===== src/rtl/mem_port_arbiter.sv =====
`default_nettype none
// ============================================================================
// Module      : mem_port_arbiter
// Description : Shares one single-port 32-bit memory between instruction fetch
//               and MEM-stage data ports; data-first with starvation guard.
//               Optional abort-on-timeout when ARB_TIMEOUT_EN is defined.
// Revision    : 1.0 - initial release
// ============================================================================
module mem_port_arbiter #(
   parameter int unsigned STARVE_MAX = 4,
   parameter int unsigned TIMEOUT    = 255
) (
   input  logic        clk,
   input  logic        rst,
   input  logic        if_req,
   input  logic [31:0] if_addr,
   output logic [31:0] if_rdata,
   output logic        if_ready,
   input  logic        d_rd,
   input  logic        d_we,
   input  logic [31:0] d_addr,
   input  logic [31:0] d_wdata,
   output logic [31:0] d_rdata,
   output logic        d_ready,
   output logic        m_req,
   output logic        m_we,
   output logic [31:0] m_addr,
   output logic [31:0] m_wdata,
   input  logic [31:0] m_rdata,
   input  logic        m_ack,
   output logic        bus_err
);

   typedef enum logic [1:0] {
      S_IDLE   = 2'd0,
      S_BUSY_I = 2'd1,
      S_BUSY_D = 2'd2
   } state_t;

   localparam logic [3:0] c_starve_max = 4'(STARVE_MAX);
   localparam logic [3:0] c_starve_sat = 4'hF;
   localparam bit         c_starve_en  = (STARVE_MAX > 0);

   state_t      r_state;
   logic        r_m_req;
   logic        r_m_we;
   logic [31:0] r_m_addr;
   logic [31:0] r_m_wdata;
   logic [31:0] r_if_rdata;
   logic [31:0] r_d_rdata;
   logic        r_if_ready;
   logic        r_d_ready;
   logic        r_mask_i;
   logic        r_mask_d;
   logic [3:0]  r_starve;

   logic        w_d_req;
   logic        w_busy;
   logic        w_timeout;
   logic        w_ack_i;
   logic        w_ack_d;
   logic        w_done_i;
   logic        w_done_d;
   logic        w_arb;
   logic        w_cand_i;
   logic        w_cand_d;
   logic        w_fetch_first;
   logic        w_grant_i;
   logic        w_grant_d;

   assign w_d_req  = d_rd | d_we;
   assign w_busy   = (r_state != S_IDLE);
   assign w_ack_i  = (r_state == S_BUSY_I) && m_ack;
   assign w_ack_d  = (r_state == S_BUSY_D) && m_ack;
   assign w_done_i = (r_state == S_BUSY_I) && (m_ack || w_timeout);
   assign w_done_d = (r_state == S_BUSY_D) && (m_ack || w_timeout);

   // An aborted access returns to IDLE with m_req low; only a real ack re-arbitrates in place.
   assign w_arb = (r_state == S_IDLE) || w_ack_i || w_ack_d;

   // The port being completed still holds its request, so it is excluded until its ready cycle ends.
   assign w_cand_i = if_req  && !r_mask_i && !w_done_i;
   assign w_cand_d = w_d_req && !r_mask_d && !w_done_d;

   assign w_fetch_first = c_starve_en && w_cand_i && (r_starve == c_starve_max);
   assign w_grant_i     = w_arb && w_cand_i && (!w_cand_d || w_fetch_first);
   assign w_grant_d     = w_arb && w_cand_d && !w_grant_i;

   always_ff @(posedge clk or posedge rst) begin
      if (rst) begin
         r_state    <= S_IDLE;
         r_m_req    <= 1'b0;
         r_m_we     <= 1'b0;
         r_m_addr   <= '0;
         r_m_wdata  <= '0;
         r_if_rdata <= '0;
         r_d_rdata  <= '0;
         r_if_ready <= 1'b0;
         r_d_ready  <= 1'b0;
         r_mask_i   <= 1'b0;
         r_mask_d   <= 1'b0;
         r_starve   <= '0;
      end else begin
         r_if_ready <= 1'b0;
         r_d_ready  <= 1'b0;
         r_mask_i   <= w_done_i;
         r_mask_d   <= w_done_d;

         if (!if_req || w_grant_i) begin
            r_starve <= '0;
         end else if (w_grant_d && w_cand_i && (r_starve != c_starve_sat)) begin
            r_starve <= r_starve + 4'd1;
         end

         if (w_done_i) begin
            r_if_ready <= 1'b1;
            r_if_rdata <= w_timeout ? 32'h0 : m_rdata;
         end

         // Write completions (including read+write) leave d_rdata untouched.
         if (w_done_d) begin
            r_d_ready <= 1'b1;
            if (w_timeout) begin
               r_d_rdata <= 32'h0;
            end else if (!r_m_we) begin
               r_d_rdata <= m_rdata;
            end
         end

         if (w_grant_i) begin
            r_state   <= S_BUSY_I;
            r_m_req   <= 1'b1;
            r_m_we    <= 1'b0;
            r_m_addr  <= if_addr;
            r_m_wdata <= 32'h0;
         end else if (w_grant_d) begin
            r_state   <= S_BUSY_D;
            r_m_req   <= 1'b1;
            r_m_we    <= d_we;
            r_m_addr  <= d_addr;
            r_m_wdata <= d_wdata;
         end else if (w_done_i || w_done_d) begin
            r_state   <= S_IDLE;
            r_m_req   <= 1'b0;
         end
      end
   end

`ifdef ARB_TIMEOUT_EN
   localparam logic [7:0] c_timeout_last = 8'(TIMEOUT - 1);

   logic [7:0] r_wait;
   logic       r_bus_err;

   assign w_timeout = w_busy && !m_ack && (r_wait == c_timeout_last);

   always_ff @(posedge clk or posedge rst) begin
      if (rst) begin
         r_wait    <= '0;
         r_bus_err <= 1'b0;
      end else begin
         r_bus_err <= w_timeout;
         if (w_grant_i || w_grant_d) begin
            r_wait <= '0;
         end else if (w_busy && !m_ack) begin
            r_wait <= r_wait + 8'd1;
         end
      end
   end

   assign bus_err = r_bus_err;
`else
   logic w_unused_timeout;

   assign w_timeout        = 1'b0;
   assign bus_err          = 1'b0;
   assign w_unused_timeout = |8'(TIMEOUT) | w_busy;
`endif

   assign m_req    = r_m_req;
   assign m_we     = r_m_we;
   assign m_addr   = r_m_addr;
   assign m_wdata  = r_m_wdata;
   assign if_rdata = r_if_rdata;
   assign if_ready = r_if_ready;
   assign d_rdata  = r_d_rdata;
   assign d_ready  = r_d_ready;

endmodule
`default_nettype wire


===== config.mk =====
export PLATFORM = sky130hd
export DESIGN_NAME = mem_port_arbiter
export DESIGN_NICKNAME = d
export VERILOG_FILES = /design/src/rtl/mem_port_arbiter.sv
export SDC_FILE = /design/constraint.sdc
export NUM_CORES = 1
export LEC_CHECK = 0
export ABC_AREA = 1
export BUFFER_PORTS_ARGS = -buffer_cell sky130_fd_sc_hd__buf_2
export CAP_MARGIN = 10
export CORE_MARGIN = 5
export CORE_UTILIZATION = 40
export DETAILED_ROUTE_END_ITERATION = 7
export GPL_ROUTABILITY_DRIVEN = 0
export GPL_TIMING_DRIVEN = 0
export PLACE_DENSITY = 0.75
export SLEW_MARGIN = 20
export SYNTH_ARGS = -nofsm -noshare
export SYNTH_HDL_FRONTEND = slang
export SYNTH_SLANG_ARGS = --single-unit

===== constraint.sdc =====
create_clock -name clk -period 4.6 [get_ports clk]
set_input_delay 0.46 -clock clk [delete_from_list [all_inputs] [get_ports clk]]
set_output_delay 0.46 -clock clk [all_outputs]
set_load 0.02 [all_outputs]

* After elaboration in Yosys (flattened, before gate mapping) *
Index checks and enable logic that the tools add are counted.

storage, ports and cells
  bits in registers = 140
  input bits = 134
  output and inout port bits = 133
  logic and storage cells = 65

operators by class
  add/sub/neg operators = 1
  equal/unequal tests = 4
  muxes and demuxes = 16
  bitwise gates (word level) = 2
  reduce and logical (&&, ||, !) cells = 30

operator list
  operator                                                         number
  32-bit two-way mux                                               4
  1-bit logical AND                                                13
  4-bit two-way mux                                                2
  1-bit logical NOT                                                7
  1-bit two-way mux                                                7
  2-bit two-way mux                                                3
  1-bit logical OR                                                 5
  4-bit by 1-bit adder with 4-bit output, second input constant    1
  4-bit by 3-bit == test with 1-bit output, second input constant  1
  4-bit != test, second input constant                             1
  2-bit nonzero test                                               2
  3-bit nonzero test                                               1
  2-bit by 1-bit == test with 1-bit output, second input constant  1
  2-bit == test, second input constant                             1
  2-bit logical NOT                                                1
  2-bit AND reduction                                              1
  1-bit inverter                                                   1
  1-bit bitwise OR                                                 1

* Depth between registers and ports, before layout *
Gate-level depths: netlist of the first run.

  word-level depth = 13
  gate-level depth with buffers = 9
  mapped depth without buffers = 8

* Worst setup path after synthesis of the first run *
Ideal clock, no wire load.

  path type = in2reg
  start = input if_req
  end = register r_m_wdata[10], in the netlist m_wdata[10]
  setup time = 117 ps
  data arrival time = 1,325 ps
  setup slack = 3,157 ps
  stages on the path = 9
  cells stage by stage = inv_1 nor2_1 o211ai_2 inv_2 nand2_2 buf_4 buf_4 nand3_1 nand2_1

on the way
  cells in the longest elaborated chain, start to end = 8
  elaborated cells between the ends (all ways) = 10
  classes of those cells = mux: 1; reduce/logical: 9

ends and longest elaborated chain
  what                              line  RTL
  from (decl)                       15    input logic if_req,
  1-bit logical AND * (2 in a row)  82    assign w_cand_i = if_req && !r_mask_i && !w_done_i;
  1-bit logical AND                 85    assign w_fetch_first = c_starve_en && w_cand_i && (r_starve == c_starve_max);
  1-bit logical OR                  86    assign w_grant_i = w_arb && w_cand_i && (!w_cand_d || w_fetch_first);
  1-bit logical AND *               86
  1-bit logical NOT                 87    assign w_grant_d = w_arb && w_cand_d && !w_grant_i;
  1-bit logical AND                 87
  2-bit nonzero test (no line)      -
  to (signal assigned)              141   r_m_wdata <= d_wdata;
  to (decl)                         48    logic [31:0] r_m_wdata;

Mark *: on every way between the ends. The rest lies on a longest branch, timed or not.
A chain may end at the register's enable or synchronous reset.

* Worst setup path in the final report of the first run *
  start = register r_starve[0]
  end = register r_m_wdata[15], in the netlist m_wdata[15]

on the way
  cells in the longest elaborated chain, start to end = 7
  elaborated cells between the ends (all ways) = 8
  classes of those cells = eq/ne: 1; mux: 1; reduce/logical: 6

ends and longest elaborated chain
  what                                        line  RTL
  from (decl)                                 55    logic [3:0] r_starve;
  from (signal assigned)                      112   r_starve <= r_starve + 4'd1;
  4-bit by 3-bit == test with 1-bit output *  85
  1-bit logical AND *                         85
  1-bit logical OR *                          86
  1-bit logical AND *                         86
  1-bit logical NOT                           87
  1-bit logical AND                           87
  2-bit nonzero test (no line)                -

Marked as above.

==> results by group, run 1 <==
Cells and area
  • Most common cell after layout, fill and taps aside: buf_2
  • Share of layout cells above drive strength 1: about 36%
  • Fill cells: around 1,300
  • P&R area growth vs syn: 38.7%
  • Net count, final: 1,065
  • Most frequent cells in the layout: buf_2 (284), nand2_1 (187), dfrtp_1 (138)
  • Non-Filler Instances: around 1,100
  • # diodes: 0

Routing
  • DR top layer: met4
  • Via count: 5,514
  • DR DRC count: 0
  • WL final: 17,900 um
  • Met2 wire length: approximately 8700 um
  • Post-DR wirelength/cell: 16.0 um
  • Metal-1 WL: just over 7000 um
  • Met3 WL post-DR: 1650 um
  • DRT iter0 DRCs: roughly 330
  • Initial DRT Pass Iterations: 5
  • Via density: ~4.9
  • Routed Antenna Nets: 0

Synth
  • Post-synthesis instance area: between 5000 and 6000 um^2
  • Synthesis Warnings: 0
  • Cell count after synthesis: between 600 and 700
  • Mean post-synth cell area: 8.90 um^2
  • Yosys reg bits: 138
  • Seq/Total Area, Yosys: about three fifths
  • Number of library cell types mapped by synthesis: 22
  • Syn_nets: between 700 and 800

Critical path
  • Setup crit start kind: register
  • Crit Path Max Fanout: 10
  • CP endpoint kind: register
  • Worst EP required: 4950 ps
  • Worst Setup Path Type: register to register
  • Reg2Reg Setup Slack: about 2800 ps
  • R2R depth: 9
  • CP arrival: 2140 ps

Clocking
  • H-tree Lvls: 4
  • Clock buffer count from CTS: 17
  • Skew-Pair Late Insertion Delay: 420 ps
  • CTS tree: yes
  • CTS clk-pin slew, worst paths: 60 ps
  • CTS root buffer: clkbuf_16
  • CTS max path bufs: 2
  • Post-CTS Setup Inserts: 0
  • Post-CTS Hold Buffers: 0
  • Cts repair resizes: 0
  • Number of clock sinks: 138

Timing
  • Worst-Margin Slew: approximately 570 ps
  • Setup violations, final: 0
  • Part of the cycle the worst path needs: between 30% and 40%
  • RSZ-0062 raised after global routing: no
  • Fmax: ~560 MHz
  • Final critical-path required period: ~1800 ps
  • Hold Fails Final Rpt: 0
  • Slew headroom: between 60% and 70%
  • Fin Clk Skew: 8.26 ps
  • Final slew viol count: 0

Placement
  • Buffers on Ports: 265
  • HPWL after detailed placement: 13,400 um
  • Placed insts: approximately 1,100

Global routing
  • GR Util All Layers: 21.5%
  • Initial antenna violation count: 0
  • Largest net degree at the start of global routing: between 80 and 90
  • Congestion Overflow GR: 0
  • Vias in the first global route: ~5,500
  • Global-route wire length before repair: about 28,000 um

Floorplan
  • Die area: roughly 17,000 um^2
  • Rows: 43
  • I/O pin count: between 200 and 300
  • Core Box Area: between 10,000 and 15,000 um^2
  • Initial Util: between 40% and 50%
  • Die Y: between 100 and 150 um
  • Die span in x: ~130 um

Pwr
  • Peak VDD IR: approximately 0.4 mV
  • Pwr/cell area: 789 nW/um^2
  • Leakage: 4.50 nW
  • Pwr Total: ~0.0063 W

Job
  • Maxcap violations: 0

Status
  • Status: complete, no violations

Min path
  • Min-Delay Path Class: input port to async pin
-- power breakdown --
group | total [W] | switching (W) | leakage (nW) | internal [W]
Combinational | 0.00272 | 0.00183 | 2.48 | 0.000889
Clock | 0.00146 | 0.000533 | 0.307 | 0.000924
Sequential | 0.00209 | 0.000315 | 1.71 | 0.00178
-- cells in the mapped netlist --
cell / count / area [um^2]
nand2_1: 187 / 702
dfrtp_1: 138 / 3450
nand3_1: 127 / 636
inv_1: 53 / 199
o21ai_0: 35 / 175
o21ai_1: 32 / 160
buf_2: 19 / 95.1
clkbuf_1: 10 / 37.5
nor2_1: 10 / 37.5
buf_4: 9 / 67.6
a21oi_1: 5 / 25.0
inv_2: 4 / 15.0
nand3_2: 3 / 30.0
buf_6: 2 / 22.5
ha_1: 2 / 25.0
nand2_2: 2 / 12.5
buf_1: 1 / 3.75
clkbuf_2: 1 / 5.00
conb_1: 1 / 3.75
nand3b_1: 1 / 7.51
o211ai_2: 1 / 12.5
or2_1: 1 / 6.26
-- path summary, 6_finish.rpt --
path	startpoint	end
worst max-delay path	r_starve[0]	m_wdata[15]
worst min-delay path	rst	m_addr[10]
worst max register to register	r_starve[0]	m_wdata[15]
worst min register to register	m_wdata[26]	m_wdata[26]
max in group asynchronous	rst	m_wdata[18]
min in group clk	d_wdata[3]	m_wdata[3]
-- per-stage QoR --
step	hold slack (ps)	utilization [%]	TNS, ps	worst slack, ps	instance area [um^2]
after global placement	458	52.1	-155110	-1140	7280
after global routing	80.6	56.8	0	2670	7950
final	53.5	56.8	0	2810	7950
after CTS	64.8	56.8	0	2810	7950
after detailed placement	460	52.3	0	2730	7320
after floorplan	512	-	0	444	5730
-- worst max-delay path, stage by stage (launching register included) --
cell and delay [ps]:
dfrtp_1 400, inv_1 80, ha_1 200, nand3b_1 100, nand3_2 210, nand2_2 180
buf_4 200, buf_4 190, nand3_1 90, nand2_1 70
-- cell type report --
cell class | count | area, um^2 | share of cell area (%)
sequential | 138 | 3450 | 43.4
buffer | 42 | 231 | 2.91
clock buffer | 18 | 439 | 5.52
timing repair buffer | 266 | 1350 | 17.0
inverter | 57 | 221 | 2.79
multi-input combinational | 407 | 1830 | 23.1
clock inverter | 14 | 194 | 2.44
tap | 180 | 225 | 2.83
-- state kept, by name, summed over array words and instances, names as in the netlist --
register	flops
r_starve	4
if_ready	1
d_ready	1
m_addr	32
m_wdata	32
m_req	1
r_state	2
m_we	1
if_rdata	32
d_rdata	32
-- layer usage --
metal	track usage, %	vias to the layer above
met5	0	-
met4	7.82	0
met3	6.02	28
met2	34.9	270
met1	27.8	2577
li1	-	2639
-- cells by family after synthesis --
group | Yosys count | share of synthesized area, %
simple gates | 331 | 25.0
flops | 138 | 60.2
buf+inv | 99 | 7.77
compound gates | 73 | 6.50
fa+ha+maj | 2 | 0.437
other cells | 1 | 0.0654
(Power assumes the default switching activity.)
==> inputs of run 2 (changes only) <==
clock period = 1.7 ns   (was 4.6 ns; I/O delays follow)
==> run 2 against run 1 <==
First-iteration DRC count is 3.6% higher. Flip-flop and latch count stayed put. Fmax is 12% higher. Clock skew hardly changed. Final area is 11% higher. Critical path depth is 1 lower. Final cell count is 6.9% higher. Global-route usage is 1.4 points higher. Register-to-register slack worse by 2700 ps. Non-clock buffer count is 77 higher. Combinational power grew to 2.8 times the previous value. Core utilization is 6.1 points higher. Largest cell class unchanged. Largest power group unchanged.
==> results by group, run 2 (synthesis gave the netlist of run 1 again) <==
Floorplan
  • I/O pin count: 267 (unchanged)
  • Rows: 43 (unchanged)
  • Core Box Area: 14,000 um^2 (unchanged)
  • Die Y: 130 um (unchanged)
  • Initial Util: 41.0% (unchanged)
  • Die area: 16,800 um^2 (unchanged)
  • Die span in x: 130 um (unchanged)

Clocking
  • CTS max path bufs: 2 (unchanged)
  • Skew-Pair Late Insertion Delay: 420 ps (about the same)
  • Clock buffer count from CTS: 17 (unchanged)
  • CTS clk-pin slew, worst paths: 60 ps (about the same)
  • CTS tree: yes
  • Number of clock sinks: 138 (unchanged)
  • H-tree Lvls: 4 (unchanged)
  • CTS root buffer: clkbuf_16

Min path
  • Min-Delay Path Class: input port to register
  • Hold Path Origin: if_addr[27]

Global routing
  • Vias in the first global route: 6,159 (+12%)
  • Largest net degree at the start of global routing: 35 (-57%)
  • GR Util All Layers: 22.9% (+1.4 points)
  • Global-route wire length before repair: 30,300 um (+6.8%)
  • Congestion Overflow GR: 0 (unchanged)
  • Initial antenna violation count: 0 (unchanged)

Routing
  • Via density: 5.01 (+1.9%)
  • Post-DR wirelength/cell: 16.1 um (+0.81%)
  • WL final: 19,300 um (+7.7%)
  • DRT iter0 DRCs: 346 (+3.6%)
  • Routed Antenna Nets: 0 (unchanged)
  • Via count: 6,005 (+8.9%)
  • DR DRC count: 0 (unchanged)
  • Initial DRT Pass Iterations: 5 (unchanged)

Job
  • Maxcap violations: 0 (unchanged)

Placement
  • HPWL after detailed placement: 13,200 um (-1.3%)
  • Placed insts: 1,094 (+0.37%)
  • Buffers on Ports: 265 (unchanged)
  • Post-Place Worst Slack: -79.3 ps (-2810 ps)

Cells and area
  • Most common cell after layout, fill and taps aside: buf_2
  • Net count, final: 1,142 (+7.2%)
  • Reg area: 3450 um^2 (unchanged)
  • Core Util, Final: 63.0% (+6.1 points)
  • Footprint of the multi-input gates: 1850 um^2 (+0.82%)
  • Fill cells: 1,118 (-12%)
  • Share of layout cells above drive strength 1: 34.9% (-1.2 points)
  • Most frequent cells in the layout: buf_2 (281), nand2_1 (187), dfrtp_1 (138)
  • P&R area growth vs syn: 53.7%
  • Non-Filler Instances: 1,199 (+6.9%)

Pwr
  • Leakage: 4.88 nW (+8.4%)
  • Peak VDD IR: 0.912 mV (+130%)
  • Pwr/cell area: 1960 nW/um^2 (+150%)

Critical path
  • Critical Path Start: r_starve[0]
  • CP arrival: 1940 ps (-200 ps)
  • Crit Path Max Fanout: 10 (unchanged)
  • Worst Setup Path Type: register to register
  • Setup crit start kind: register
  • Worst EP required: 2050 ps (-2900 ps)
  • CP endpoint kind: register
  • Critical R2R Launch: r_starve[0]

Timing
  • Part of the cycle the worst path needs: 93.7% (+55 points)
  • Hold Worst Slack: 7.97 ps (-45.5 ps)
  • Final critical-path required period: 1590 ps (-198 ps)
  • Final WS setup: 108 ps (-2700 ps)
  • Setup TNS: 0 ps (unchanged)
  • RSZ-0062 raised after global routing: no
  • Hold Fails Final Rpt: 0 (unchanged)
  • Fmax: 628 MHz (+12%)
  • Final slew viol count: 0 (unchanged)
  • Fin Clk Skew: 7.82 ps (-0.434 ps)
  • Setup violations, final: 0 (unchanged)

Status
  • Status: complete, no violations
-- run 2: cell count changes in the layout (fill, tap and decap cells not counted), sizes merged --
| cell | previous run | this run |
|---|---|---|
| diode | 0 | 1 |
| clkbuf | 29 | 32 |
| dlygate4sd3 | 0 | 72 |
| clkinv | 6 | 4 |
| buf | 297 | 299 |
| clkinvlp | 2 | 3 |
-- run 2: critical path: stages, from the launching register on --
cell and delay [ps]:
dfrtp_1 380, inv_1 70, ha_1 190, nand3b_1 130
nand3_4 160, nand2_4 140, buf_2 230, nand3_1 120
nand3_1 90
-- run 2: report_power, final --
group,internal [W],switching (W),leakage (nW)
clock network,0.00250,0.00145,0.305
registers,0.00482,0.000849,1.71
logic,0.00261,0.00504,2.87
-- run 2: path summary, 6_finish.rpt --
kind                                     to  slack (ps)  depth (start not counted)
worst max-delay path             m_addr[26]         110                          8
worst min-delay path             m_addr[27]           8                          3
worst max register to register   m_addr[26]         110                          8
worst min register to register  m_wdata[17]         480                          2
max in group asynchronous         m_addr[3]         720                          6
min in group asynchronous       if_rdata[1]         200                          3
-- run 2: stage by stage --
step                power (W)  cell area, um^2
floorplan              0.0103             5740
global placement       0.0129             7290
detailed placement     0.0131             7390
CTS                    0.0173             8760
global route           0.0184             8810
finish                 0.0173             8810
-- run 2: cell type report --
cell class	instances	share of cell area, %
inverters	57	2.50
repair buffers	343	24.5
flip-flops and latches	138	39.2
multi-input cells	407	21.0
plain buffers	42	3.05
diodes	1	0.0284
clock buffers	18	4.98
well taps	180	2.56
clock inverters	13	2.17
-- run 2: layer usage --
metal	routed length, um	track usage, %	vias to the layer above
met5	0	0	-
met4	852	13.1	0
met1	7540	27.2	2782
met3	1760	5.77	72
met2	9160	38.0	350
li1	-	-	2801
-- run 2: repair_timing --
| item | 4_1_cts | 5_1_grt |
|---|---|---|
| resized for setup | 3 | 27 |
| buffers inserted | 0 | 1 |
| pin swaps | 0 | 2 |
| endpoints found under the setup margin | 30 | 88 |
| hold buffers | 72 | 0 |
| hold endpoints to repair | 124 | 0 |
